[src/rtl/timer_ctrl_pkg.sv]
// Shared types and constants for the countdown timer controller.
// State encoding is exported on the state port, so the values are fixed.
package timer_ctrl_pkg;

    typedef enum logic [1:0] {
        ST_IDLE  = 2'd0,
        ST_RUN   = 2'd1,
        ST_PAUSE = 2'd2,
        ST_DONE  = 2'd3
    } state_e;

    localparam logic MODE_30S = 1'b0;
    localparam logic MODE_60S = 1'b1;

    // Bits needed to hold values 0..max_val, never less than one bit.
    function automatic int width_for(input int max_val);
        return (max_val < 2) ? 1 : $clog2(max_val + 1);
    endfunction

endpackage

[src/rtl/btn_sync_edge.sv]
// Two-flop synchronizer for an asynchronous button level, followed by a
// registered rising-edge detector that emits a single-cycle event per press.
module btn_sync_edge (
    input  logic clk_out,
    input  logic reset_n,
    input  logic btn,
    output logic ev
);

    logic sync1;
    logic sync2;
    logic sync2_d;

    // NOTE: sequential state uses non-blocking assignments so every flop
    // samples the pre-edge value of its neighbour, forming a true shift chain.
    always_ff @(posedge clk_out or negedge reset_n) begin
        if (!reset_n) begin
            sync1   <= 1'b0;
            sync2   <= 1'b0;
            sync2_d <= 1'b0;
            ev      <= 1'b0;
        end else begin
            sync1   <= btn;
            sync2   <= sync1;
            sync2_d <= sync2;
            ev      <= sync2 & ~sync2_d;
        end
    end

endmodule

[src/rtl/timer_ctrl.sv]
// Sequencing controller for the BCD countdown counter: button handling,
// run/pause/done FSM, preset mode register and blinking time-up alarm.
module timer_ctrl
    import timer_ctrl_pkg::*;
#(
    parameter int ALARM_CYCLES = 8,
    parameter int BLINK_HALF   = 1
) (
    input  logic       clk_out,
    input  logic       reset_n,
    input  logic       btn_start,
    input  logic       btn_mode,
    input  logic       btn_clear,
    input  logic       zero,
    output logic       en,
    output logic       mode,
    output logic       load,
    output logic       alarm,
    output logic [1:0] state
);

    localparam int CNT_W = width_for(ALARM_CYCLES);
    localparam int BLK_W = width_for(BLINK_HALF - 1);
    localparam logic [CNT_W-1:0] ALARM_MAX  = CNT_W'(ALARM_CYCLES);
    localparam logic [BLK_W-1:0] BLINK_LAST = BLK_W'(BLINK_HALF - 1);

    logic ev_start;
    logic ev_mode;
    logic ev_clear;

    btn_sync_edge u_sync_start (
        .clk_out (clk_out),
        .reset_n (reset_n),
        .btn     (btn_start),
        .ev      (ev_start)
    );

    btn_sync_edge u_sync_mode (
        .clk_out (clk_out),
        .reset_n (reset_n),
        .btn     (btn_mode),
        .ev      (ev_mode)
    );

    btn_sync_edge u_sync_clear (
        .clk_out (clk_out),
        .reset_n (reset_n),
        .btn     (btn_clear),
        .ev      (ev_clear)
    );

    state_e             state_q;
    state_e             state_nxt;
    logic               mode_nxt;
    logic [CNT_W-1:0]   alarm_cnt;
    logic [BLK_W-1:0]   blink_cnt;
    logic               phase;

    // NOTE: every variable gets a default before the case so that no path
    // leaves it unassigned, which would otherwise infer a latch.
    always_comb begin
        state_nxt = state_q;
        mode_nxt  = mode;
        case (state_q)
            ST_IDLE: begin
                if (ev_clear)      state_nxt = ST_IDLE;
                else if (ev_start) state_nxt = ST_RUN;
                else if (ev_mode)  mode_nxt  = ~mode;
            end
            ST_RUN: begin
                if (ev_clear)      state_nxt = ST_IDLE;
                else if (zero)     state_nxt = ST_DONE;
                else if (ev_start) state_nxt = ST_PAUSE;
            end
            ST_PAUSE: begin
                if (ev_clear)      state_nxt = ST_IDLE;
                else if (ev_start) state_nxt = ST_RUN;
            end
            ST_DONE: begin
                if (ev_clear || ev_start) state_nxt = ST_IDLE;
            end
            default: state_nxt = ST_IDLE;
        endcase
    end

    // Counter controls are registered from the next state so they change on
    // the same edge as the state itself.
    always_ff @(posedge clk_out or negedge reset_n) begin
        if (!reset_n) begin
            state_q   <= ST_IDLE;
            en        <= 1'b0;
            load      <= 1'b1;
            mode      <= MODE_30S;
            alarm_cnt <= '0;
            blink_cnt <= '0;
            phase     <= 1'b0;
        end else begin
            state_q <= state_nxt;
            en      <= (state_nxt == ST_RUN);
            load    <= (state_nxt == ST_IDLE);
            mode    <= mode_nxt;

            if (state_nxt == ST_DONE && state_q != ST_DONE) begin
                alarm_cnt <= '0;
                blink_cnt <= '0;
                phase     <= 1'b1;
            end else if (state_q == ST_DONE) begin
                if (alarm_cnt != ALARM_MAX) alarm_cnt <= alarm_cnt + 1'b1;
                if (blink_cnt == BLINK_LAST) begin
                    blink_cnt <= '0;
                    phase     <= ~phase;
                end else begin
                    blink_cnt <= blink_cnt + 1'b1;
                end
            end
        end
    end

    // Decoded purely from registers; stale phase/count outside DONE is masked.
    assign alarm = (state_q == ST_DONE) && phase && (alarm_cnt < ALARM_MAX);
    assign state = state_q;

endmodule

[config.mk]
export PLATFORM = sky130hd
export DESIGN_NAME = timer_ctrl
export DESIGN_NICKNAME = d
export VERILOG_FILES = /design/src/rtl/timer_ctrl_pkg.sv /design/src/rtl/btn_sync_edge.sv /design/src/rtl/timer_ctrl.sv
export SDC_FILE = /design/constraint.sdc
export NUM_CORES = 1
export LEC_CHECK = 0
export CORE_AREA = 2 2 57 53
export DETAILED_ROUTE_END_ITERATION = 7
export DIE_AREA = 0 0 59 55
export PLACE_DENSITY = 0.64
export SLEW_MARGIN = 20
export SYNTH_ARGS = -nofsm -noshare
export SYNTH_HDL_FRONTEND = slang
export SYNTH_HIERARCHICAL = 1
export SYNTH_SLANG_ARGS = --single-unit
[constraint.sdc]
create_clock -name clk_out -period 1.4 [get_ports clk_out]
set_input_delay 0.28 -clock clk_out [delete_from_list [all_inputs] [get_ports clk_out]]
set_output_delay 0.28 -clock clk_out [all_outputs]
set_load 0.005 [all_outputs]
==> flow_summary.yaml, run 1 <==
critical_path:
  worstPathMaxFanout: 1
  crit-reg2reg-launch: "state[1]$_DFF_PN0_"
  arrival_ns: 1.05
  r2r_end: "alarm_cnt[1]$_DFFE_PN0P_"
  worstSetupPathType: "reg -> out"
  path_cells: "dlygate4sd2_1"
  worstPathRequired_ns: 1.12
  slowest_delay_ns: 0.53
  cp_top_family: "flip-flops"
  worst_setup_path_start_kind: "register"
  reg2regPathDepth: 4
  r2r_slack_ns: 0.09
  critical_path.slowest_cell: "dfstp_2"
  cp-end-kind: "primary output"
  critPathBufInv: 1
logic_synthesis:
  synth_cell_types: 29
  synth_fp_nets: 77
  synth_top_area_share_pct: 58.91
  yosys-top-cells-area: "dfrtp_1 59%, nor2b_4 4.6%, dfstp_2 2.9%, ha_1 2.8%, buf_6 2.5%"
  synth_flop_cell: "dfrtp_1"
  avgSynthCellArea_sq_um: 12.93
  syn_inst: 69
  async_flop_share_pct: 100.0
  synth_warnings: 6
  synth_area_leader_cell: "dfrtp_1"
  synth_commonest_cells: "21 x dfrtp_1, 6 x nand2_1, 4 x o21ai_0"
  netlist_area_sq_um: 892.1
  ys_ff_latch: 22
  synth-edff-count: 0
  synth_most_common_cell: "dfrtp_1"
  ys_seq_area_share_pct: 61.85
layout:
  fin_nets: 98
  num-fill-cells: 271
  num_antenna_cells: 0
  post-route-cell-area_sq_um: 1132
  final_core_util_pct: 42.61
  drive_gt1_share_pct: 24.72
  syn2layout_area_growth_pct: 26.93
clock_network:
  clkTransAtPathRegs_ns: 0.12
  clockBufferDepth: 2
  clkSinkCount: 22
  worstSkewPairLatency_ns: 0.30
  clockRootBuffer: "clkbuf_4"
  tritoncts: "built"
  htreeDepth: 1
  cts_buffers: 3
  hold_buffers: 0
placement:
  placed_cell_area_sq_um: 1051
  gp_congestion: 0.8140
  preCtsSetupSlack_ns: -0.02553
  portBuffers: 11
  place_hpwl_um: 919.8
detailed_routing:
  firstDrtPassIters: 4
  ant_nets: 0
  drcViolationCount: 0
  num_vias: 556
  drt_iter0_markers: 9
  wl_um: 1362
  wl_per_cell_um: 11.45
  via_per_inst: 4.672
power:
  p_int_mw: 1.220
  comb_power_share_pct: 20.8
  clkPwrFrac_pct: 29.4
  p_leak_nw: 0.5398
  seqPwrFrac_pct: 49.8
  switching_share_pct: 24.79
  power_density_nw_per_um2: 1433
  irDropWorstVdd_mv: 0.6944
  p_sw_uw: 402.2
floorplan:
  std_cell_rows: 18
  pin_count: 12
  core-area_sq_um: 2658
  dieHeight_um: 55
  initial_core_util_pct: 33.57
  fp.dieW_um: 59
  dieArea_sq_um: 3245
grt:
  grt_pass1_vias: 557
  grt_pass1_wl_um: 2408
  grt_max_degree: 23
  antenna_found_initial: 0
  grt_use_total_pct: 10.39
  grt-ovfl-total: 0
timing:
  setup_tns_ns: 0
  setup_violations: 0
  drv_slew: 0
  fmax_mhz: 753.1
  fin_crit_sh_pct: 94.85
  fin_crit_ns: 1.328
  rsz0062_at_grt: "true"
  final_hold_viol_count: 0
  timing.hold.ws_ns: 0.3079
  worst_pin_slew_ns: 0.2786
  layout_setup_ws_ns: 0.07207
  clock_skew_ns: 0.005777
  slew_headroom_pct: 81.43
worst_hold_path:
  hp-class: "in -> async"
run_status:
  outcome: "completed"
flow_run:
  maxCapViolCount: 0
## layout by cell type (no fill, tap or decap), drive strengths merged
cell type / instances
a211o: 1
a21oi: 2
a31o: 1
a31oi: 1
and2: 1
and2b: 1
and3: 1
buf: 9
bufinv: 1
clkbuf: 3
clkdlybuf4s15: 2
clkdlybuf4s50: 5
dfrtp: 21
dfstp: 1
dlygate4sd2: 3
ha: 2
inv: 2
mux2i: 2
nand2: 6
nand2b: 3
nand3: 2
nand3b: 1
nand4: 1
nand4bb: 1
nor2: 2
nor2b: 5
nor3: 1
nor3b: 1
nor4: 1
o21ai: 4
o21bai: 1
xnor2: 1
## state kept, by name, summed over array words and instances, names as in the netlist
register / cells
u_sync_mode/sync2_d: 1
u_sync_start/sync2_d: 1
u_sync_clear/sync2_d: 1
u_sync_mode/sync1: 1
u_sync_mode/ev: 1
u_sync_start/sync1: 1
mode: 1
u_sync_mode/sync2: 1
load: 1
state: 2
u_sync_clear/ev: 1
en: 1
u_sync_start/sync2: 1
u_sync_start/ev: 1
u_sync_clear/sync2: 1
phase: 1
alarm_cnt: 4
u_sync_clear/sync1: 1
## routing by layer
| metal | track usage, % | share of wire, % |
|---|---|---|
| met1 | 11.55 | 46 |
| met2 | 18.33 | 48 |
| met3 | 4.186 | 5.0 |
| met4 | 3.409 | 0.73 |
| met5 | 0 | 0 |
## what timing repair did
item                       in CTS  in global routing
setup endpoints to repair       6                  3
resized for setup              13                  2
buffers inserted                3                  0
pin swaps                       0                  1
## final cells by class
type	count	area, sq um	area share, %
sequential	22	551.8	48.73
multi-input combinational	42	314.1	27.73
timing repair buffer	19	168.9	14.92
tap	30	37.54	3.315
clock inverter	1	30.03	2.652
clock buffer	3	22.52	1.989
inverter	2	7.507	0.6630
## per-stage QoR
step | power [mW] | instances
final | 1.622 | 119
after floorplan | 0.9978 | 69
after CTS | 1.644 | 119
after global placement | 1.130 | 112
after detailed placement | 1.141 | 112
after global routing | 1.738 | 119
## power by group through the flow
| stage | registers [mW] | logic, mW | clock network [mW] |
|---|---|---|---|
| 2_1_floorplan | 0.811 | 0.186 | 0 |
| 3_3_place_gp | 0.819 | 0.311 | 0 |
| 3_5_place_dp | 0.822 | 0.319 | 0 |
| 4_1_cts | 0.808 | 0.341 | 0.495 |
| 5_1_grt | 0.822 | 0.385 | 0.531 |
| 6_report | 0.807 | 0.338 | 0.477 |
## how the worst max path moves through the flow
stage,from,end,depth (start not counted)
3_3_place_gp,state[0]$_DFF_PN0_,alarm,3
2_1_floorplan,alarm_cnt[0]$_DFFE_PN0P_,alarm_cnt[1]$_DFFE_PN0P_,5
4_1_cts,state[0]$_DFF_PN0_,state[0],2
3_5_place_dp,state[0]$_DFF_PN0_,alarm,3
6_report,load$_DFF_PN1_,load,1
5_1_grt,state[0]$_DFF_PN0_,alarm,3
## kinds of logic after synthesis
logic type	count (synthesis)	synth area share, %
AND/OR/NAND/NOR	27	21.46
flip-flops	22	61.85
AO/OA/AOI/OAI	10	6.874
buffers and inverters	5	3.787
multiplexers	2	2.244
adder cells (fa/ha/maj)	2	2.805
XOR/XNOR	1	0.9819
Power figures use the tool's default switching activity.
==> run 2: changes to the inputs <==
CORE_AREA = 2 2 50 48   (was 2 2 57 53)
DIE_AREA = 0 0 52 50   (was 0 0 59 55)
PLACE_DENSITY = 0.76   (was 0.64)
==> run 2 against run 1 <==
Count of clock-buffer cells in the layout unchanged. Clock skew is 0.0049 ns lower. Largest power group unchanged. Combinational power grew 10%. Global-route usage up 1.8 points.
==> flow_summary.yaml, run 2 (synthesis gave the netlist of run 1 again) <==
run_status:
  outcome: "completed"
layout:
  fin_nets: 98
  stdcell_count: 116
  regMostFlops: "alarm_cnt"
  final_core_util_pct: 55.89
  drive_gt1_share_pct: 28.09
  post-route-cell-area_sq_um: 1152
  mostFrequentLayoutCell: "dfrtp_1"
  syn2layout_area_growth_pct: 29.17
  layout_common_cells: "21 x dfrtp_1, 5 x nand2_1, 5 x clkdlybuf4s50_1, 5 x buf_4, 4 x o21ai_0"
  num_antenna_cells: 0
  largest_reg_flops: 4
placement:
  place_hpwl_um: 923.7
  gp_congestion: 0.7363
  dp_cells: 108
  preCtsSetupSlack_ns: -0.01804
  placed_cell_area_sq_um: 1040
  portBuffers: 11
floorplan:
  dieArea_sq_um: 2600
  std_cell_rows: 16
  core-area_sq_um: 2062
  dieHeight_um: 50
  pin_count: 12
  initial_core_util_pct: 43.26
  fp.dieW_um: 52
grt:
  grt_pass1_vias: 583
  grt_use_total_pct: 12.20
  grt_max_degree: 23
  grt-ovfl-total: 0
  grt_pass1_wl_um: 2346
  antenna_found_initial: 0
critical_path:
  worst_setup_path_start_kind: "register"
  r2r_end: "alarm_cnt[1]$_DFFE_PN0P_"
  worstPathMaxFanout: 9
  reg2regPathDepth: 6
  crit-reg2reg-launch: "state[1]$_DFF_PN0_"
  worstPathRequired_ns: 1.60
  r2r_slack_ns: 0.009
  critical_path.slowest_cell: "dfrtp_1"
  arrival_ns: 1.59
  worstSetupPathType: "reg -> reg"
  slowest_delay_ns: 0.41
  cp-end-kind: "register"
  path_cells: "buf_4 -> buf_6 -> buf_8 -> and2_4 -> and3_4 -> a31o_1"
timing:
  setup_tns_ns: 0
  slew_headroom_pct: 82.20
  rsz0062_at_grt: "true"
  timing.hold.ws_ns: 0.3064
  drv_slew: 0
  final_hold_viol_count: 0
  layout_setup_ws_ns: 0.008865
  clock_skew_ns: 0.0009206
  fmax_mhz: 718.8
  setup_violations: 0
  fin_crit_ns: 1.391
  worst_pin_slew_ns: 0.2670
  fin_crit_sh_pct: 99.37
clock_network:
  clkSinkCount: 22
  htreeDepth: 1
  clockBufferDepth: 2
  cts_buffers: 3
  hold_buffers: 0
  clkTransAtPathRegs_ns: 0.11
  worstSkewPairLatency_ns: 0.30
  tritoncts: "built"
  clockRootBuffer: "clkbuf_4"
detailed_routing:
  num_vias: 581
  via_per_inst: 5.009
  firstDrtPassIters: 4
  ant_nets: 0
  wl_um: 1463
  drt_iter0_markers: 5
  drcViolationCount: 0
  wl_per_cell_um: 12.61
worst_hold_path:
  hp-class: "in -> async"
flow_run:
  maxCapViolCount: 0
power:
  p_leak_nw: 0.5425
  fin_total_pwr_mw: 1.651
  power_density_nw_per_um2: 1433
  irDropWorstVdd_mv: 0.9443
-- run 2: changes by cell type in the layout (fill, tap and decap cells not counted), sizes merged --
cell	previous run	this run
clkdlybuf4s15	2	1
clkbuf	3	4
-- run 2: worst max path at each step --
stage | from | end | slack (ns) | cells after the start
2_1_floorplan | alarm_cnt[0]$_DFFE_PN0P_ | alarm_cnt[1]$_DFFE_PN0P_ | 0.27 | 5
3_3_place_gp | state[0]$_DFF_PN0_ | alarm | 0.02 | 3
3_5_place_dp | state[0]$_DFF_PN0_ | alarm | -0.02 | 3
4_1_cts | state[0]$_DFF_PN0_ | alarm | -0.07 | 3
5_1_grt | state[1]$_DFF_PN0_ | alarm_cnt[1]$_DFFE_PN0P_ | -0.02 | 6
6_report | state[1]$_DFF_PN0_ | alarm_cnt[1]$_DFFE_PN0P_ | 0.009 | 6
-- run 2: layout make-up --
| cell class | count | area (sq um) |
|---|---|---|
| Timing Repair Buffer | 19 | 171.4 |
| Sequential cell | 22 | 551.8 |
| Fill cell | 182 | 909.6 |
| Tap cell | 27 | 33.78 |
| Clock inverter | 1 | 30.03 |
| Multi-Input combinational cell | 42 | 335.3 |
| Inverter | 2 | 7.507 |
| Clock buffer | 3 | 22.52 |
-- run 2: layer usage --
layer / routed length [um] / up-vias / GRT usage (%)
met5: 0 / - / 0
met4: 0 / 0 / 1.754
met3: 80 / 0 / 5.455
met2: 783 / 18 / 20.89
met1: 599 / 292 / 14.17
li1: - / 271 / -
-- run 2: worst max-delay path: cells and delay by family (launching register included) --
family          cells  cell delay, ns
compound gates      1            0.18
simple gates        2            0.33
flops               1            0.41
buf+inv             3            0.37
-- run 2: power by group --
group	internal (mW)	switching, mW
combinational	0.219	0.153
clock	0.289	0.180
sequential	0.732	0.0782
-- run 2: timing repair --
item	in CTS	in global routing
gates resized for setup	11	9
buffers inserted	3	1
setup endpoints to repair	6	3
pin swaps	0	1
==> run 3: changes to the inputs <==
ABC_AREA = 1   (was default)
SYNTH_HIERARCHICAL = default   (was 1)
==> run 3 against run 2 <==
Sequential power fell by 1%. Critical path depth fell by 2. Final cell count rose by 22%. Power up 6.7%. Synthesized cell count up 30%. Count of clock-buffer cells in the layout stayed put. Sequential share of layout area fell by 0.21 points. Utilization rose by 0.24 points. Via count up 10%. Register-to-register slack better by 0.10 ns. Largest cell class unchanged.
==> flow_summary.yaml, run 3 <==
timing:
  fin_crit_ns: 1.369
  setup_violations: 0
  clock_skew_ns: 0.002824
  layout_setup_ws_ns: 0.03101
  worst_pin_slew_ns: 0.2727
  slew_headroom_pct: 81.82
  fin_crit_sh_pct: 97.78
  final_hold_viol_count: 0
  rsz0062_at_grt: "true"
  drv_slew: 0
  fmax_mhz: 730.5
layout:
  mostFrequentLayoutCell: "dfrtp_1"
  num-fill-cells: 179
  drive_gt1_share_pct: 30.43
  fin_nets: 124
  num_antenna_cells: 0
  final_core_util_pct: 56.13
  syn2layout_area_growth_pct: 31.21
  largest_reg_flops: 4
  layout_common_cells: "21 x dfrtp_1, 14 x inv_1, 14 x nand2_1"
  regMostFlops: "alarm_cnt"
logic_synthesis:
  ys_ff_latch: 22
  synth_warnings: 0
  synth_flop_cell: "dfrtp_1"
  avgSynthCellArea_sq_um: 9.801
  synth-edff-count: 0
  synth_area_leader_cell: "dfrtp_1"
  synth_cell_types: 19
  synth_fp_nets: 98
  yosys-top-cells-area: "dfrtp_1 60%, inv_1 6.0%, nand2_1 6.0%, nand2_2 5.0%, nor2_1 4.3%"
  async_flop_share_pct: 100.0
  synth_commonest_cells: "21 x dfrtp_1, 14 x inv_1, 14 x nand2_1"
  synth_top_area_share_pct: 59.57
  synth_most_common_cell: "dfrtp_1"
  ys_seq_area_share_pct: 62.55
  netlist_area_sq_um: 882.1
  syn_inst: 90
grt:
  antenna_found_initial: 0
  grt_use_total_pct: 14.73
  grt-ovfl-total: 0
  grt_pass1_vias: 708
  grt_pass1_wl_um: 2808
  grt_max_degree: 23
detailed_routing:
  wl_um: 1466
  wl_per_cell_um: 10.32
  drcViolationCount: 0
  firstDrtPassIters: 4
  via_per_inst: 4.514
  drt_iter0_markers: 4
  ant_nets: 0
  num_vias: 641
critical_path:
  reg2regPathDepth: 9
  critical_path.slowest_cell: "dfrtp_1"
  critPathBufInv: 2
  cp_top_family: "flip-flops"
  cp-end-kind: "primary output"
  slowest_delay_ns: 0.41
  arrival_ns: 1.09
  worst_setup_path_start_kind: "register"
  path_cells: "buf_6 -> nand2_4 -> nor3_2 -> buf_2"
  worstPathRequired_ns: 1.12
  worstPathMaxFanout: 2
  cp_num_cells: 4
  worstSetupPathType: "reg -> out"
power:
  power_density_nw_per_um2: 1522
  p_leak_nw: 0.6201
  fin_total_pwr_mw: 1.762
  irDropWorstVdd_mv: 0.6379
placement:
  portBuffers: 11
  preCtsSetupSlack_ns: -0.01478
  gp_congestion: 0.8055
  place_hpwl_um: 1079
clock_network:
  tritoncts: "built"
  cts_buffers: 3
  clkTransAtPathRegs_ns: 0.12
  clockRootBuffer: "clkbuf_4"
  worstSkewPairLatency_ns: 0.30
  htreeDepth: 1
  clockBufferDepth: 2
  clkSinkCount: 22
  hold_buffers: 0
floorplan:
  pin_count: 12
  core-area_sq_um: 2062
  dieArea_sq_um: 2600
  dieHeight_um: 50
  std_cell_rows: 16
  fp.dieW_um: 52
  initial_core_util_pct: 42.78
flow_run:
  maxCapViolCount: 0
worst_hold_path:
  hp-class: "in -> async"
run_status:
  outcome: "completed"
run 3: area by class of cell:
| type | instances | area, sq um | area share, % |
|---|---|---|---|
| Sequential cell | 22 | 551.8 | 47.68 |
| Multi-Input combinational cell | 48 | 264.0 | 22.81 |
| Timing Repair Buffer | 21 | 178.9 | 15.46 |
| Inverter | 20 | 76.32 | 6.595 |
| Tap cell | 27 | 33.78 | 2.919 |
| Clock inverter | 1 | 30.03 | 2.595 |
| Clock buffer | 3 | 22.52 | 1.946 |
run 3: per-layer routing:
layer  vias up  GRT usage (%)  wire, um
met5         -              0         0
met4         0          5.263        27
met3         4          3.939        78
met2        17          26.79       756
met1       302          15.94       603
li1        318              -         -
run 3: where the power goes:
part	internal, mW	total [mW]	switching [mW]
registers	0.742	0.800	0.0580
logic	0.230	0.482	0.253
clock network	0.289	0.479	0.190
run 3: repair_timing:
item                       in CTS  in global routing
buffers inserted                3                  0
resized for setup              12                  4
setup endpoints to repair       6                  3
run 3: worst paths after layout:
| check | start | end | slack, ns |
|---|---|---|---|
| min | reset_n | mode$_DFFE_PN0P_ | 0.31 |
| max in group asynchronous | reset_n | load$_DFF_PN1_ | 0.82 |
| min reg2reg | u_sync_mode.sync1$_DFF_PN0_ | u_sync_mode.sync2$_DFF_PN0_ | 0.36 |
| min in group clk_out | u_sync_mode.sync1$_DFF_PN0_ | u_sync_mode.sync2$_DFF_PN0_ | 0.36 |
| max reg2reg | alarm_cnt[0]$_DFFE_PN0P_ | alarm_cnt[2]$_DFFE_PN0P_ | 0.11 |
| max | state[0]$_DFF_PN0_ | alarm | 0.03 |
run 3: logic make-up (layout without fill, tap and decap cells):
logic type | Yosys count | after routing | share of synthesized area [%]
simple gates | 42 | 42 | 23.26
flops | 22 | 22 | 62.55
xor+xnor | 1 | 1 | 0.9931
compound gates | 3 | 3 | 1.702
buf+inv | 20 | 45 | 8.651
fa+ha+maj | 2 | 2 | 2.836
run 3: through the flow:
| stage | hold slack (ns) | area, sq um | std cells | TNS [ns] |
|---|---|---|---|---|
| global placement | 0.3322 | 1079 | 135 | 0 |
| floorplan | -0.01559 | 882.1 | 90 | 0 |
| CTS | 0.3107 | 1152 | 142 | 0 |
| global route | 0.3329 | 1157 | 142 | -0.06898 |
| detailed placement | 0.3358 | 1079 | 135 | -0.03945 |
| finish | 0.3123 | 1157 | 142 | 0 |
run 3: worst reg2reg max path: stages, from the launching register on:
cell      delay, ns
dfrtp_1        0.44
inv_1          0.09
ha_1           0.16
nand3_2        0.10
nand2_2        0.10
clkinv_2       0.07
nand3_1        0.07
nand2_1        0.06
nand2_1        0.06
inv_1          0.04
